`src/rtl/data_memory_sized.sv`:
```
// rtl/data_memory_sized.sv - byte/half/word data memory with handshake, faults and clear sweep
module data_memory_sized #(
  parameter int DEPTH_WORDS    = 64,
  parameter bit CLEAR_ON_RESET = 1'b1
) (
  input  logic        clock,
  input  logic        reset,
  input  logic        req_valid,
  output logic        req_ready,
  input  logic        req_write,
  input  logic [1:0]  req_size,
  input  logic        req_unsigned,
  input  logic [31:0] req_address,
  input  logic [31:0] req_write_data,
  output logic        resp_valid,
  output logic        resp_fault,
  output logic [31:0] read_data,
  output logic        busy_clearing
);

  localparam int AW = $clog2(DEPTH_WORDS);
  localparam logic [AW-1:0] LAST_WORD = AW'(DEPTH_WORDS - 1);

  typedef enum logic {S_CLEAR, S_IDLE} state_t;

  state_t        state_q, state_d;
  logic [AW-1:0] clear_cnt_q, clear_cnt_d;
  logic [31:0]   mem [DEPTH_WORDS];

  logic          resp_valid_q, resp_fault_q;
  logic [31:0]   read_data_q;

  logic          accept, fault;
  logic [AW-1:0] word_idx;
  logic [31:0]   rd_word, lane_shift, load_data, wr_lanes;
  logic [7:0]    byte_sel;
  logic [15:0]   half_sel;
  logic [3:0]    byte_en;

  assign accept   = req_valid & req_ready;
  assign word_idx = req_address[AW+1:2];

  always_comb begin
    fault = 1'b0;
    if (req_size == 2'b11) fault = 1'b1;
    if (req_size == 2'b01 && req_address[0]) fault = 1'b1;
    if (req_size == 2'b10 && req_address[1:0] != 2'b00) fault = 1'b1;
    if ((req_address >> (AW + 2)) != 32'd0) fault = 1'b1;
  end

  // Load path: select lane(s) from the addressed word and extend to 32 bits.
  assign rd_word    = mem[word_idx];
  assign lane_shift = rd_word >> {req_address[1:0], 3'b000};
  assign byte_sel   = lane_shift[7:0];
  assign half_sel   = req_address[1] ? rd_word[31:16] : rd_word[15:0];

  always_comb begin
    load_data = rd_word;
    case (req_size)
      2'b00:   load_data = {{24{~req_unsigned & byte_sel[7]}}, byte_sel};
      2'b01:   load_data = {{16{~req_unsigned & half_sel[15]}}, half_sel};
      default: load_data = rd_word;
    endcase
  end

  // Store path: replicate right-justified data onto every lane, then enable the addressed ones.
  always_comb begin
    byte_en  = 4'b0000;
    wr_lanes = req_write_data;
    case (req_size)
      2'b00: begin
        byte_en  = 4'b0001 << req_address[1:0];
        wr_lanes = {4{req_write_data[7:0]}};
      end
      2'b01: begin
        byte_en  = req_address[1] ? 4'b1100 : 4'b0011;
        wr_lanes = {2{req_write_data[15:0]}};
      end
      2'b10:   byte_en = 4'b1111;
      default: byte_en = 4'b0000;
    endcase
  end

  always_ff @(posedge clock) begin
    if (state_q == S_CLEAR) begin
      mem[clear_cnt_q] <= '0;
    end else if (accept && req_write && !fault) begin
      for (int i = 0; i < 4; i++) begin
        if (byte_en[i]) mem[word_idx][8*i +: 8] <= wr_lanes[8*i +: 8];
      end
    end
  end

  always_ff @(posedge clock or posedge reset) begin
    if (reset) begin
      state_q     <= CLEAR_ON_RESET ? S_CLEAR : S_IDLE;
      clear_cnt_q <= '0;
    end else begin
      state_q     <= state_d;
      clear_cnt_q <= clear_cnt_d;
    end
  end

  always_comb begin
    state_d     = state_q;
    clear_cnt_d = clear_cnt_q;
    if (state_q == S_CLEAR) begin
      clear_cnt_d = clear_cnt_q + AW'(1);
      if (clear_cnt_q == LAST_WORD) state_d = S_IDLE;
    end
  end

  always_comb begin
    req_ready     = (state_q == S_IDLE);
    busy_clearing = (state_q == S_CLEAR);
  end

  // Fault and data registers only move on acceptance so they hold between responses.
  always_ff @(posedge clock or posedge reset) begin
    if (reset) begin
      resp_valid_q <= 1'b0;
      resp_fault_q <= 1'b0;
      read_data_q  <= '0;
    end else begin
      resp_valid_q <= accept;
      if (accept) begin
        resp_fault_q <= fault;
        read_data_q  <= (fault || req_write) ? 32'd0 : load_data;
      end
    end
  end

  assign resp_valid = resp_valid_q;
  assign resp_fault = resp_fault_q;
  assign read_data  = read_data_q;

endmodule

```
`config.mk`:
```
export PLATFORM = sky130hd
export DESIGN_NAME = data_memory_sized
export DESIGN_NICKNAME = d
export VERILOG_FILES = /design/src/rtl/data_memory_sized.sv
export SDC_FILE = /design/constraint.sdc
export NUM_CORES = 2
export LEC_CHECK = 0
export ABC_CLOCK_PERIOD_IN_PS = 4900
export CAP_MARGIN = 20
export CORE_UTILIZATION = 35
export CTS_CLUSTER_DIAMETER = 50
export DETAILED_ROUTE_END_ITERATION = 8
export REMOVE_ABC_BUFFERS = 1
export SETUP_SLACK_MARGIN = 0.05
export SYNTH_ARGS = -nofsm -noshare
export SYNTH_HDL_FRONTEND = slang
export SYNTH_SLANG_ARGS = --single-unit
```
`constraint.sdc`:
```
create_clock -name clock -period 4.9 [get_ports clock]
set_input_delay 0.735 -clock clock [delete_from_list [all_inputs] [get_ports clock]]
set_output_delay 0.735 -clock clock [all_outputs]
set_load 0.05 [all_outputs]
```
# Word-level counts from Yosys, hierarchy flattened
# Memory sizes are Yosys's and may differ from the RTL's.
# Cells that the tools add are included.
[op_classes]
n_addsub = 1
eq_ne = 4
shifts = 2
n_mux = 32
n_bitwise = 5
reduce_logical = 10
[op_table]
columns = ["operator", "count"]
rows = [
  ["case mux 32 bit (2 select lines)", 2],
  ["two-way mux 32 bit", 2],
  ["nonzero test 32 bit", 1],
  ["OR reduction 32 bit", 1],
  ["right shift 32 x 5 -> 8 bit", 1],
  ["two-way mux 1 bit", 23],
  ["two-way mux 16 bit", 1],
  ["case mux 4 bit (3 select lines)", 1],
  ["two-way mux 4 bit", 2],
  ["adder 6 x 1 -> 6 bit, second input constant", 1],
  ["equality test 6 bit, second input constant", 1],
  ["two-way mux 6 bit", 1],
  ["equality test 2 bit, second input constant", 2],
  ["logical AND 1 bit", 4],
  ["left shift 1 x 2 -> 4 bit, first input constant", 1],
  ["bitwise AND 1 bit", 3],
  ["equality test 2 x 1 -> 1 bit, second input constant", 1],
  ["logical NOT 2 bit", 1],
  ["NOT 1 bit", 2],
  ["nonzero test 2 bit", 1],
  ["logical NOT 1 bit", 1],
  ["logical OR 1 bit", 1],
]
[totals]
regBits = 41
ram_bits = 2048
input_bits = 71
output_inout_bits = 36
word_cells = 60
n_memories = 1
[mem_list]
columns = ["memory", "depth", "word_bits", "read_ports", "rd_ports_with_merged_regs", "write_ports", "line_no", "source"]
rows = [
  ["mem", 64, 32, 1, 0, 1, "28", "logic [31:0] mem [DEPTH_WORDS];"],
]

# Longest topological paths before layout
[depth]
ltp_word = 12
depth_mapped = 14
depth_no_buf = 9

# Worst setup path before layout
# Ideal clock, no wire load.
[synth_timing]
path_kind = "in2reg"
from = "input port req_size[0]"
to = "memory mem[0][12] (data pin)"
setup_ps = 548
t_arrival_ps = 3765
t_required_ps = 4352
path_slack_ps = 587
stages = 8
n_path_buf = 3
cell_sequence = "clkbuf_1 > nand2b_1 > o211ai_1 > nor3_1 > nand2_1 > clkbuf_1 > buf_1 > a21oi_1"
[synth_between]
elab_chain_len = 12
elab_cells_between_ends = 32
cone_classes = "eq/ne: 3; mux: 23; reduce/logical: 6"
[synth_rtl]
columns = ["item", "line_no", "source"]
rows = [
  ["start: declaration", "11", "input logic [1:0] req_size,"],
  ["equality test 2 bit or equality test 2 x 1 -> 1 bit (tied branches)", "45, 46, 70", ""],
  ["two-way mux 1 bit or logical AND 1 bit (tied branches)", "45, 46", ""],
  ["two-way mux 1 bit", "46", "if (req_size == 2'b01 && req_address[0]) fault = 1'b1;"],
  ["two-way mux 1 bit", "47", "if (req_size == 2'b10 && req_address[1:0] != 2'b00) fault = 1'b1;"],
  ["two-way mux 1 bit", "48", "if ((req_address >> (AW + 2)) != 32'd0) fault = 1'b1;"],
  ["logical NOT 1 bit", "87", "end else if (accept && req_write && !fault) begin"],
  ["logical AND 1 bit", "87", ""],
  ["two-way mux 1 bit", "87", ""],
  ["two-way mux 1 bit", "85", "if (state_q == S_CLEAR) begin"],
  ["two-way mux 1 bit (implied by the code)", "89", "if (byte_en[i]) mem[word_idx][8*i +: 8] <= wr_lanes[8*i +: 8];"],
  ["OR reduction 32 bit (no source line)", "n/a", ""],
  ["two-way mux 32 bit (no source line) *", "n/a", ""],
  ["end: declaration", "28", ""],
]
# Every way passes the cells marked *; elsewhere a longest branch is shown, timed or not.

# Worst setup path in the final report
[layout_timing]
from = "register state_q (netlist: req_ready)"
to = "memory mem[9][14] (enable)"
[layout_between]
elab_chain_len = 8
elab_cells_between_ends = 19
cone_classes = "mux: 15; bitwise: 1; reduce/logical: 3"
[layout_rtl]
columns = ["item", "line_no", "source"]
rows = [
  ["start: declaration", "26", "state_t state_q, state_d;"],
  ["start signal: assignment", "96", "state_q <= CLEAR_ON_RESET ? S_CLEAR : S_IDLE;"],
  ["start signal: assignment", "99", "state_q <= state_d;"],
  ["bitwise AND 1 bit", "40", "assign accept = req_valid & req_ready;"],
  ["logical AND 1 bit (2 in a row)", "87", ""],
  ["two-way mux 1 bit", "87", ""],
  ["two-way mux 1 bit", "85", ""],
  ["two-way mux 1 bit (implied by the code)", "89", ""],
  ["OR reduction 32 bit (no source line)", "n/a", ""],
  ["two-way mux 6 bit (no source line) or two-way mux 4 bit (tied branches)", "n/a", ""],
]
# Parallel ways exist; a longest one is shown, timed or not.

==> impl_metrics.json <==
{
  "grt_max_degree": 65,
  "placedCellCount": 7241,
  "htreeDepth": 4,
  "fin_cells": 7632,
  "setup_viol": 0,
  "clock_path_buffers": 3,
  "synth_top_family_by_area": "multiplexers",
  "final.setup.tns_ns": 0,
  "cp.required_ns": 5.37,
  "nFillCells": 20300,
  "synth_xor_area_share_pct": 0.0533,
  "first_iter_violations": 4716,
  "critPathCaptureType": "register",
  "netlist.area_leader.share_pct": 74.8,
  "synthTopCellsByArea": "edfxtp_1, mux4_2, mux2i_1",
  "floorplan.rows": 177,
  "setup_slack_ns": 0.929,
  "ir_worst_vdd_v": 0.000359,
  "synth_edf_count": 2048,
  "synth_area_mm2": 0.0822,
  "synth_seq_cells": 2089,
  "wire_per_inst_um": 30.1,
  "r2r_cells": 7,
  "antenna_found_initial": 12,
  "finalCriticalPeriod_ns": 3.97,
  "final_core_util_pct": 41.6,
  "hold_depth": 3,
  "drt_first_pass_iters": 6,
  "root_buffer": "clkbuf_16",
  "layout.nets": 4388,
  "fin_crit_sh_pct": 81.0,
  "worstSetupPathType": "reg -> reg",
  "drc_errors": 0,
  "clock_skew_ns": 0.0635,
  "ys_types": 62,
  "yosysWarnings": 0,
  "drt-vias-per-instance": 5.48,
  "cts_tree": "yes",
  "drv_slew": 0,
  "hold_buffers": 0,
  "tightest_slew_ns": 1.32,
  "async_reset_ff_share_pct": 1.96,
  "dieArea_mm2": 0.237,
  "clk_latency_ns": 0.86,
  "synthToLayoutAreaGrowth_pct": 17.8,
  "hold_path_class": "in -> reg",
  "grt_pass1_wl_um": 324000,
  "grt-ovfl-total": 0,
  "max-slew-margin-rel_pct": 11.9,
  "drt_wl_total_um": 230000,
  "dieWidth_um": 487,
  "ios": 107,
  "synthCells": 3867,
  "numCtsBuffers": 205,
  "rsz0062_at_grt": "false",
  "critPathArrivalTime_ns": 4.44,
  "drv_cap": 0,
  "cts_resized": 0,
  "vias": 41800,
  "yosys.area.top_type": "edfxtp_1",
  "power_density_mw_per_mm2": 371,
  "die_y_um": 487,
  "layout-drive-gt1-share_pct": 29.1,
  "ant_nets": 0,
  "status": "finished clean",
  "yosys.area_share.adder_pct": 0.0152,
  "start_util_pct": 35.3,
  "clock-sinks": 2089,
  "post-dp-hpwl_um": 150000,
  "cp-start-kind": "register",
  "fmax_mhz": 252,
  "grt_usage_pct": 19.3,
  "portBuffers": 106,
  "cts_setup_buffers": 0,
  "yosysSeqAreaShare_pct": 76.1,
  "path_max_fanout": 12,
  "pre_cts_slack_ns": 0.288,
  "hold_violations": 0,
  "synthFlopType": "edfxtp_1",
  "syn_area_per_cell_um2": 21.2,
  "total_power_uw": 35900,
  "muxShareOfSynthArea_pct": 17.1,
  "synth-compound-area-share_pct": 2.17,
  "core-area_mm2": 0.233,
  "cts.clk_slew.worst_paths_ns": 0.06,
  "p_leak_uw": 0.0256,
  "first_global_vias": 42100,
  "gp_congestion": 0.980,
  "synth_simple_gate_area_share_pct": 2.94
}
-- logic make-up (layout without fill, tap and decap cells) --
kind of cell               after synthesis  after routing
DFF                                   2089           2089
muxes                                  702            702
and+or+nand+nor                        570            570
AOI/OAI and AO/OA                      266            266
buffers and inverters                  234            856
xor gates and xnor gates                 5              5
adders and majority gates                1              1
other                                    0             11
-- per-layer routing --
layer / vias to the layer above / part of all wire (%) / global-route usage [%]
met5: - / 0.0039 / 0
met4: 2 / 5.0 / 8.87
li1: 17100 / - / -
met1: 22500 / 39 / 25.3
met3: 403 / 7.2 / 3.31
met2: 1789 / 49 / 31.4
-- flip-flops by register name (all words and copies together), names as in the netlist --
| signal | count |
|---|---|
| mem | 2048 |
| clear_cnt_q | 6 |
| read_data | 32 |
| resp_valid | 1 |
| req_ready | 1 |
| resp_fault | 1 |
-- cells in the mapped netlist (4+ instances only) --
master	instances
clkbuf_1	97
buf_8	4
a22oi_1	77
nand2_1	113
and3_1	17
mux2_2	4
a221oi_1	13
inv_1	9
dfrtp_1	41
nand4_1	7
buf_6	26
mux4_2	564
nor2b_1	6
buf_1	16
nand2b_1	12
buf_2	60
or2_2	4
edfxtp_1	2048
o21ai_0	23
mux2i_1	134
o211ai_1	12
o21ai_1	12
a31oi_1	16
nor3_1	14
nor4_1	9
a32oi_1	5
nand3_1	29
a211oi_1	14
buf_4	19
nor2_1	341
o22ai_1	7
a21oi_1	67
-- power by group --
group	leakage (µW)	switching, µW	internal [µW]
clock network	0.00320	6860	8600
logic	0.00760	697	413
registers	0.0148	0	19300
-- cell usage in the layout, fill, tap and decap left out, types with 9 or more instances in the layout --
cell type        netlist  final
buf_12                 2     95
clkinv_2               0     39
a221oi_1              13     13
a211oi_1              14     14
clkinvlp_4             0     11
nor3_1                14     13
nand3_1               29     29
o21ai_0               23     23
clkbuf_1              97     36
nand2b_1              12     12
nand2_1              113    111
clkdlybuf4s50_1        0     99
a21oi_1               67     57
clkbuf_16              0    207
mux4_2               564    564
nor2_4                 0     19
buf_4                 19    263
bufinv_16              0     15
diode_2                0     11
and3_1                17      9
o21ai_1               12     12
mux2i_1              134    134
o211ai_1              12     12
inv_6                  0     11
dfrtp_1               41     41
edfxtp_1            2048   2048
nor2_1               341    316
clkinv_1               0     46
a22oi_1               77     77
-- through the flow --
step | area, µm² | hold WS [ns]
after CTS | 96800 | 0.330
after global placement | 90200 | 0.501
after detailed placement | 90200 | 0.499
after floorplan | 80900 | 0.544
final | 96800 | 0.378
after global routing | 96800 | 0.361
-- final timing paths --
check | slack [ns] | endpoint | from
hold reg to reg | 0.52 | resp_fault | resp_fault
max in group asynchronous | 3.76 | read_data[19] | reset
hold / removal | 0.38 | read_data[15] | req_size[1]
min in group asynchronous | 0.44 | resp_valid | reset
setup / recovery | 0.93 | mem[9][14] | req_ready
setup reg to reg | 0.93 | mem[9][14] | req_ready
-- layout make-up --
type	count	area, µm²	area share, %
sequential	2089	62500	64.6
multi-input combinational	1544	18800	19.4
clock buffer	243	5320	5.49
timing repair buffer	466	4950	5.11
tap	3132	3920	4.05
clock inverter	137	1270	1.31
inverter	10	45.0	0.0465
antenna	11	27.5	0.0284
-- worst max-delay path, cell delays in order, from the launching register on --
cell and delay (ns):
dfrtp_1 0.69, inv_1 0.51, nand2_1 0.24, nor3_1 0.81, a21oi_1 0.14, buf_4 0.28
buf_4 0.18, nor2_1 0.70
Power figures use the tool's default switching activity.
